<file path="config.mk">
export PLATFORM = sky130hd
export DESIGN_NAME = maprom_loader
export DESIGN_NICKNAME = d
export VERILOG_FILES = /design/src/rtl/maprom_pkg.sv /design/src/rtl/m68k_cycle_gen.sv /design/src/rtl/maprom_loader.sv
export SDC_FILE = /design/constraint.sdc
export NUM_CORES = 1
export LEC_CHECK = 0
export BUFFER_PORTS_ARGS = -buffer_cell sky130_fd_sc_hd__buf_2
export CORE_MARGIN = 2
export CORE_UTILIZATION = 30
export DETAILED_ROUTE_END_ITERATION = 8
export SYNTH_ARGS = -nofsm -noshare
export SYNTH_HDL_FRONTEND = slang
export SYNTH_SLANG_ARGS = --single-unit
</file>
<file path="constraint.sdc">
create_clock -name CLK -period 2 [get_ports CLK]
set_clock_uncertainty 0.2 [all_clocks]
set_input_delay 0 -clock CLK [delete_from_list [all_inputs] [get_ports CLK]]
set_output_delay 0 -clock CLK [all_outputs]
set_load 0.01 [all_outputs]
</file>
<file path="src/rtl/maprom_pkg.sv">
// Shared definitions for the maprom CPLD: shadow ROM window, control page and FSM encodings.
package maprom_pkg;

    localparam logic [23:0] MAPROM_BASE  = 24'hF80000;
    localparam int unsigned MAPROM_BYTES = 32'h0008_0000;
    localparam logic [23:0] CTRL_PAGE    = 24'hE9C000;

    typedef enum logic [2:0] {
        L_IDLE,
        L_WAITSRC,
        L_REQ,
        L_ACK,
        L_CYCLE,
        L_NEXT,
        L_REL
    } load_state_e;

    typedef enum logic [1:0] {
        C_IDLE,
        C_AS,
        C_DS,
        C_END
    } cyc_state_e;

endpackage

</file>
<file path="src/rtl/m68k_cycle_gen.sv">
// Single 68000 bus cycle: AS, then UDS/LDS, wait for DTACK or give up after TIMEOUT clocks.
// With MAPROM_VERIFY_EN the data bus is captured while DTACK is low.
module m68k_cycle_gen
    import maprom_pkg::*;
#(
    parameter int unsigned TIMEOUT = 255
) (
    input  logic        CLK,
    input  logic        _RST,
    input  logic        start,
    input  logic        DTACK_n,
`ifdef MAPROM_VERIFY_EN
    input  logic [15:0] d_in,
    output logic [15:0] rd_data,
`endif
    output logic        AS_n,
    output logic        UDS_n,
    output logic        LDS_n,
    output logic        cyc_end,
    output logic        cyc_abort
);

    localparam int TM_W = $clog2(TIMEOUT + 1);

    cyc_state_e        state, state_d;
    logic [TM_W-1:0]   ds_cnt;
    logic              ds_run;

    always_ff @(posedge CLK or negedge _RST) begin
        if (!_RST) begin
            state  <= C_IDLE;
            ds_cnt <= '0;
        end else begin
            // NOTE: state registers take non-blocking assignments so every flop samples pre-edge values.
            state  <= state_d;
            ds_cnt <= ds_run ? ds_cnt + TM_W'(1) : '0;
        end
    end

`ifdef MAPROM_VERIFY_EN
    always_ff @(posedge CLK or negedge _RST) begin
        if (!_RST)
            rd_data <= '0;
        else if (state == C_DS && !DTACK_n)
            rd_data <= d_in;
    end
`endif

    always_comb begin
        // NOTE: every output gets a default first, so no path through the case leaves a latch.
        state_d   = state;
        AS_n      = 1'b1;
        UDS_n     = 1'b1;
        LDS_n     = 1'b1;
        cyc_end   = 1'b0;
        cyc_abort = 1'b0;
        ds_run    = 1'b0;
        case (state)
            C_IDLE: if (start) state_d = C_AS;
            C_AS: begin
                AS_n    = 1'b0;
                state_d = C_DS;
            end
            C_DS: begin
                AS_n  = 1'b0;
                UDS_n = 1'b0;
                LDS_n = 1'b0;
                // Data strobes stay low at least two clocks: a 4-clock minimum from address valid.
                if (!DTACK_n && ds_cnt != '0) begin
                    state_d = C_END;
                end else if (ds_cnt == TM_W'(TIMEOUT - 1)) begin
                    cyc_abort = 1'b1;
                    state_d   = C_IDLE;
                end else begin
                    ds_run = 1'b1;
                end
            end
            C_END: begin
                cyc_end = 1'b1;
                state_d = C_IDLE;
            end
            default: state_d = C_IDLE;
        endcase
    end

endmodule

</file>
<file path="src/rtl/maprom_loader.sv">
// Bus-mastering loader: streams source words into the shadow ROM window with real 68000 write cycles.
// Define MAPROM_VERIFY_EN to read back every word and abort on mismatch (adds D_in / fail_addr).
module maprom_loader
    import maprom_pkg::*;
#(
    parameter logic [23:0] BASE_ADDR = MAPROM_BASE,
    parameter int unsigned WORDS     = 262144,
    parameter int unsigned BURST     = 64,
    parameter int unsigned TIMEOUT   = 255
) (
    input  logic        CLK,
    input  logic        _RST,
    input  logic        start,
    input  logic [15:0] src_data,
    input  logic        src_valid,
    output logic        src_ready,
    output logic        BR_n,
    input  logic        BG_n,
    output logic        BGACK_n,
    input  logic        AS_n_in,
    input  logic        DTACK_n,
    output logic        bus_oe,
    output logic [23:1] A,
    output logic [15:0] D,
    output logic        AS_n,
    output logic        UDS_n,
    output logic        LDS_n,
    output logic        RW,
`ifdef MAPROM_VERIFY_EN
    input  logic [15:0] D_in,
    output logic [23:1] fail_addr,
`endif
    output logic        busy,
    output logic        done,
    output logic        err
);

    localparam int WC_W = $clog2(WORDS + 1);
    localparam int BC_W = $clog2(BURST + 1);
    localparam int TM_W = $clog2(TIMEOUT + 1);

    load_state_e      state, state_d;
    logic             owned;
    logic [23:1]      addr;
    logic [WC_W-1:0]  word_cnt;
    logic [BC_W-1:0]  burst_cnt;
    logic [TM_W-1:0]  tmr;
    logic [15:0]      data_q;

    logic load, latch, acquire, release_bus, step, stall_tick;
    logic set_done, set_err, clr_busy, cyc_start, cyc_end, cyc_abort;

`ifdef MAPROM_VERIFY_EN
    logic        rd_phase, rd_set, rd_clr, set_fail;
    logic [15:0] rd_data;
`endif

    m68k_cycle_gen #(.TIMEOUT(TIMEOUT)) u_cyc (
        .CLK       (CLK),
        ._RST      (_RST),
        .start     (cyc_start),
        .DTACK_n   (DTACK_n),
`ifdef MAPROM_VERIFY_EN
        .d_in      (D_in),
        .rd_data   (rd_data),
`endif
        .AS_n      (AS_n),
        .UDS_n     (UDS_n),
        .LDS_n     (LDS_n),
        .cyc_end   (cyc_end),
        .cyc_abort (cyc_abort)
    );

    always_ff @(posedge CLK or negedge _RST) begin
        if (!_RST) begin
            state     <= L_IDLE;
            owned     <= 1'b0;
            addr      <= BASE_ADDR[23:1];
            word_cnt  <= '0;
            burst_cnt <= '0;
            tmr       <= '0;
            data_q    <= '0;
            busy      <= 1'b0;
            done      <= 1'b0;
            err       <= 1'b0;
        end else begin
            state <= state_d;
            tmr   <= stall_tick ? tmr + TM_W'(1) : '0;
            if (load) begin
                addr      <= BASE_ADDR[23:1];
                word_cnt  <= '0;
                burst_cnt <= '0;
                busy      <= 1'b1;
                done      <= 1'b0;
                err       <= 1'b0;
            end
            if (latch)       data_q <= src_data;
            if (acquire)     owned  <= 1'b1;
            if (release_bus) owned  <= 1'b0;
            if (step) begin
                addr      <= addr + 23'd1;
                word_cnt  <= word_cnt + WC_W'(1);
                burst_cnt <= (burst_cnt == BC_W'(BURST - 1)) ? '0 : burst_cnt + BC_W'(1);
            end
            if (set_done) done <= 1'b1;
            if (set_err)  err  <= 1'b1;
            if (clr_busy) busy <= 1'b0;
        end
    end

`ifdef MAPROM_VERIFY_EN
    always_ff @(posedge CLK or negedge _RST) begin
        if (!_RST) begin
            rd_phase  <= 1'b0;
            fail_addr <= '0;
        end else begin
            if (rd_set)   rd_phase  <= 1'b1;
            if (rd_clr)   rd_phase  <= 1'b0;
            if (set_fail) fail_addr <= addr;
        end
    end
`endif

    always_comb begin
        state_d     = state;
        load        = 1'b0;
        latch       = 1'b0;
        acquire     = 1'b0;
        release_bus = 1'b0;
        step        = 1'b0;
        stall_tick  = 1'b0;
        set_done    = 1'b0;
        set_err     = 1'b0;
        clr_busy    = 1'b0;
        cyc_start   = 1'b0;
        src_ready   = 1'b0;
`ifdef MAPROM_VERIFY_EN
        rd_set      = 1'b0;
        rd_clr      = 1'b0;
        set_fail    = 1'b0;
`endif
        case (state)
            L_IDLE: if (start) begin
                load    = 1'b1;
                state_d = L_WAITSRC;
            end
            L_WAITSRC: begin
                if (src_valid) begin
                    latch   = 1'b1;
                    state_d = owned ? L_ACK : L_REQ;
                end else if (owned) begin
                    // A starved source must not hold the CPU off the bus indefinitely.
                    if (tmr == TM_W'(TIMEOUT - 1)) begin
                        release_bus = 1'b1;
                        state_d     = L_REL;
                    end else begin
                        stall_tick = 1'b1;
                    end
                end
            end
            L_REQ: if (!BG_n && AS_n_in && DTACK_n) begin
                acquire = 1'b1;
                state_d = L_ACK;
            end
            L_ACK: begin
                cyc_start = 1'b1;
                state_d   = L_CYCLE;
            end
            L_CYCLE: begin
                if (cyc_abort) begin
                    set_err     = 1'b1;
                    release_bus = 1'b1;
                    state_d     = L_REL;
                end else if (cyc_end) begin
`ifdef MAPROM_VERIFY_EN
                    if (!rd_phase) begin
                        src_ready = 1'b1;
                        rd_set    = 1'b1;
                        state_d   = L_ACK;
                    end else if (rd_data != data_q) begin
                        rd_clr      = 1'b1;
                        set_err     = 1'b1;
                        set_fail    = 1'b1;
                        release_bus = 1'b1;
                        state_d     = L_REL;
                    end else begin
                        rd_clr  = 1'b1;
                        step    = 1'b1;
                        state_d = L_NEXT;
                    end
`else
                    src_ready = 1'b1;
                    step      = 1'b1;
                    state_d   = L_NEXT;
`endif
                end
            end
            L_NEXT: begin
                if (word_cnt == WC_W'(WORDS)) begin
                    set_done    = 1'b1;
                    release_bus = 1'b1;
                    state_d     = L_REL;
                end else if (burst_cnt == '0) begin
                    release_bus = 1'b1;
                    state_d     = L_REL;
                end else begin
                    state_d = L_WAITSRC;
                end
            end
            L_REL: begin
                if (done || err) begin
                    clr_busy = 1'b1;
                    state_d  = L_IDLE;
                end else begin
                    state_d = L_WAITSRC;
                end
            end
            default: state_d = L_IDLE;
        endcase
    end

    assign BR_n    = (state != L_REQ);
    assign BGACK_n = ~owned;
    assign bus_oe  = owned;
    assign A       = addr;
    assign D       = data_q;
`ifdef MAPROM_VERIFY_EN
    // The external data driver is gated by bus_oe & ~RW, so D floats during the read-back.
    assign RW      = ~(owned & ~rd_phase);
`else
    assign RW      = ~owned;
`endif

endmodule

</file>
==> metrics.txt <==
number of iterations in the first detailed-routing pass 4; met2 Usage GRT 0.209; Synth Flop Type dfrtp_1; met1 usage 0.168; Critical R2R Capture A[12]; register bit count reported by yosys 90; Post-DP HPWL 6890 microns; setup ws final 0.0238 ns; IO Pins 73; final cell count without fillers 762; worst r2r src state[0]; sequential area share after synthesis 0.502; RSZ-0062 raised after global routing true; CORE AREA 14,600 sq um; first-pass GRT wire length 16,900 microns; clk slew on worst S/H paths 0.06 ns; crit path DAT 2.04 ns; 1st-iter DRT viols 241; initial antenna violation count 0; Avg WL per Cell 13.1 microns; GRT Residual Overflow 0; Pins Over Slew Limit 0; post-DR vias/cell 4.99; Post-DP Area 5320 sq um; crit path max fanout 8; status finished, violations left; gr busiest metal met2; FFs w/ async S/R, synth 1.00; GRT Overall Usage 0.129; Root Driver clkbuf_16; clk_lat worst skew 0.34 ns; slew margin rel. 0.638; CTS Buf Count 9; Post-synth EDFFs 0; maximum VDD drop 0.444 mV; # placed instances 715; fin crit share 0.988; routed wire length 9960 microns; H-tree depth 3; Mapped Area 4500 sq um; Peak Freq 506 MHz; Setup Viol. Count Final 0; Routability Congestion 0.762; hold crit path type in -> async; average size of a mapped cell 10.3 sq um; leakage dissipation 0.00280 uW; Sink Count 90; post-route cell area 5970 sq um; post-synthesis net count 475; largest net degree at the start of global routing 42; DRT antenna net count 0; ant diodes 0; vias in the first global route 3,493; final core utilization 0.409; die height 127 microns; FF-to-FF path depth 8; Final Hold Fails 30; via count 3,800; cells after synthesis 438; Critical Path Source Type register; pwr/cell area 986 nW/um^2; pre-CTS WS -0.0865 ns; Worst Tran Pin Value 0.543 ns; post-layout minimum cycle time 1.98 ns; R2R setup slack 0.02 ns; Ys Warns 0; Pwr Total 5880 uW; Fill cells 1,423; row count 44; WP data required 2.07 ns; Port Buffers 72; DR DRC count 0; max cap viols 0; Area growth, synth to finish 32.5%; critical path class reg -> reg; violated checks negative hold slack; Yosys cell types 55; Die Area 16,000 sq um; die width 127 microns; fin nets 610; share of layout cells above drive strength 1 0.304; GR met3 Demand/Resource 0.0291; clock buffer depth 2; Initial Utilization 0.309; CTS tree done; Hold WS -0.0203 ns; Worst setup EP type register
## through the flow
| step | TNS [ns] | hold slack (ns) |
|---|---|---|
| final | 0 | -0.0203 |
| after global routing | -0.177 | 0.0378 |
| after CTS | 0 | 0.00263 |
| after detailed placement | -0.326 | -0.171 |
| after global placement | -0.0257 | -0.170 |
| after floorplan | 0 | -0.496 |
## cells in the final DEF (no fill, tap or decap), drive strengths merged, types with 14 or more instances in the layout
master / n
inv: 18
mux2: 16
o21ai: 34
buf: 117
nand2: 43
nor2: 32
ha: 14
dfrtp: 85
nand3: 32
and3: 15
dlygate4sd3: 22
## registers in the layout, summed over array words and instances, names as in the netlist, 2 cells and up
| register | flops |
|---|---|
| A | 23 |
| word_cnt | 19 |
| tmr | 8 |
| burst_cnt | 7 |
| u_cyc.state | 2 |
| state | 3 |
| u_cyc.ds_cnt | 8 |
| D | 16 |
## where the power goes
group          internal, uW  leakage (uW)  switching [uW]
Sequential             2120       0.00119             175
Clock                   972      0.000137             697
Combinational           930       0.00147             991
## cell usage after synthesis (all sizes together) (4+ instances only)
master	instances	area share
and4	9	0.018
inv	17	0.014
xor2	12	0.023
dfrtp	85	0.47
nand4	12	0.020
o211ai	6	0.010
mux2i	13	0.029
a21oi	13	0.014
nor3	9	0.015
o21ai	34	0.038
a31oi	5	0.0069
ha	14	0.039
o31ai	9	0.015
nand3b	4	0.0067
and3	15	0.021
nor2	32	0.029
nand2	43	0.036
buf	11	0.015
nand3	32	0.037
mux2	16	0.040
clkbuf	5	0.0042
xnor2	4	0.0078
dfstp	5	0.029
## metal layers
layer / share of wire / routed length (microns)
met4: 0.016 / 156
met2: 0.49 / 4870
met1: 0.46 / 4540
met3: 0.039 / 393
met5: 0 / 0
## worst max-delay path by stage
stage | from | end | slack [ns] | cells past startpoint
floorplan | burst_cnt[0] | bus_oe | 0.08 | 7
global placement | u_cyc.state[0] | word_cnt[8] | -0.01 | 7
detailed placement | u_cyc.state[0] | word_cnt[3] | -0.09 | 7
CTS | state[0] | A[17] | 0.01 | 8
global route | state[0] | A[12] | -0.05 | 8
finish | state[0] | A[12] | 0.02 | 8
## worst max-delay path, stage by stage (launching register included)
cell	delay [ns]
dfrtp_1	0.42
nor3b_2	0.25
nand2_2	0.12
inv_4	0.10
buf_6	0.11
nand4_4	0.18
nor2_4	0.22
buf_6	0.12
mux2i_1	0.17
## logic make-up (layout without fill, tap and decap cells)
kind of cell,count (synthesis),count (layout),synth area share
xor gates and xnor gates,16,16,0.0311
DFF,90,90,0.502
muxes,29,29,0.0689
buffers and inverters,33,173,0.0336
and+or+nand+nor,174,174,0.212
adders and majority gates,14,14,0.0389
AOI/OAI and AO/OA,82,82,0.114
## what timing repair did
item,4_1_cts,5_1_grt
hold buffers,22,0
endpoints found under the hold margin,107,0
setup buffers,2,6
pin swaps,1,6
endpoints found under the setup margin,9,41
resized for setup,1,17
cloned,0,1
## area by class of cell
class	count	area (sq um)	share of cell area
tap	184	230	0.0386
inverter	17	66.3	0.0111
sequential	90	2260	0.378
clock buffer	12	236	0.0396
timing repair inverter	1	5.00	0.000839
clock inverter	4	51.3	0.00860
timing repair buffer	139	970	0.163
multi-input combinational	315	2150	0.360
(Power assumes the default switching activity.)
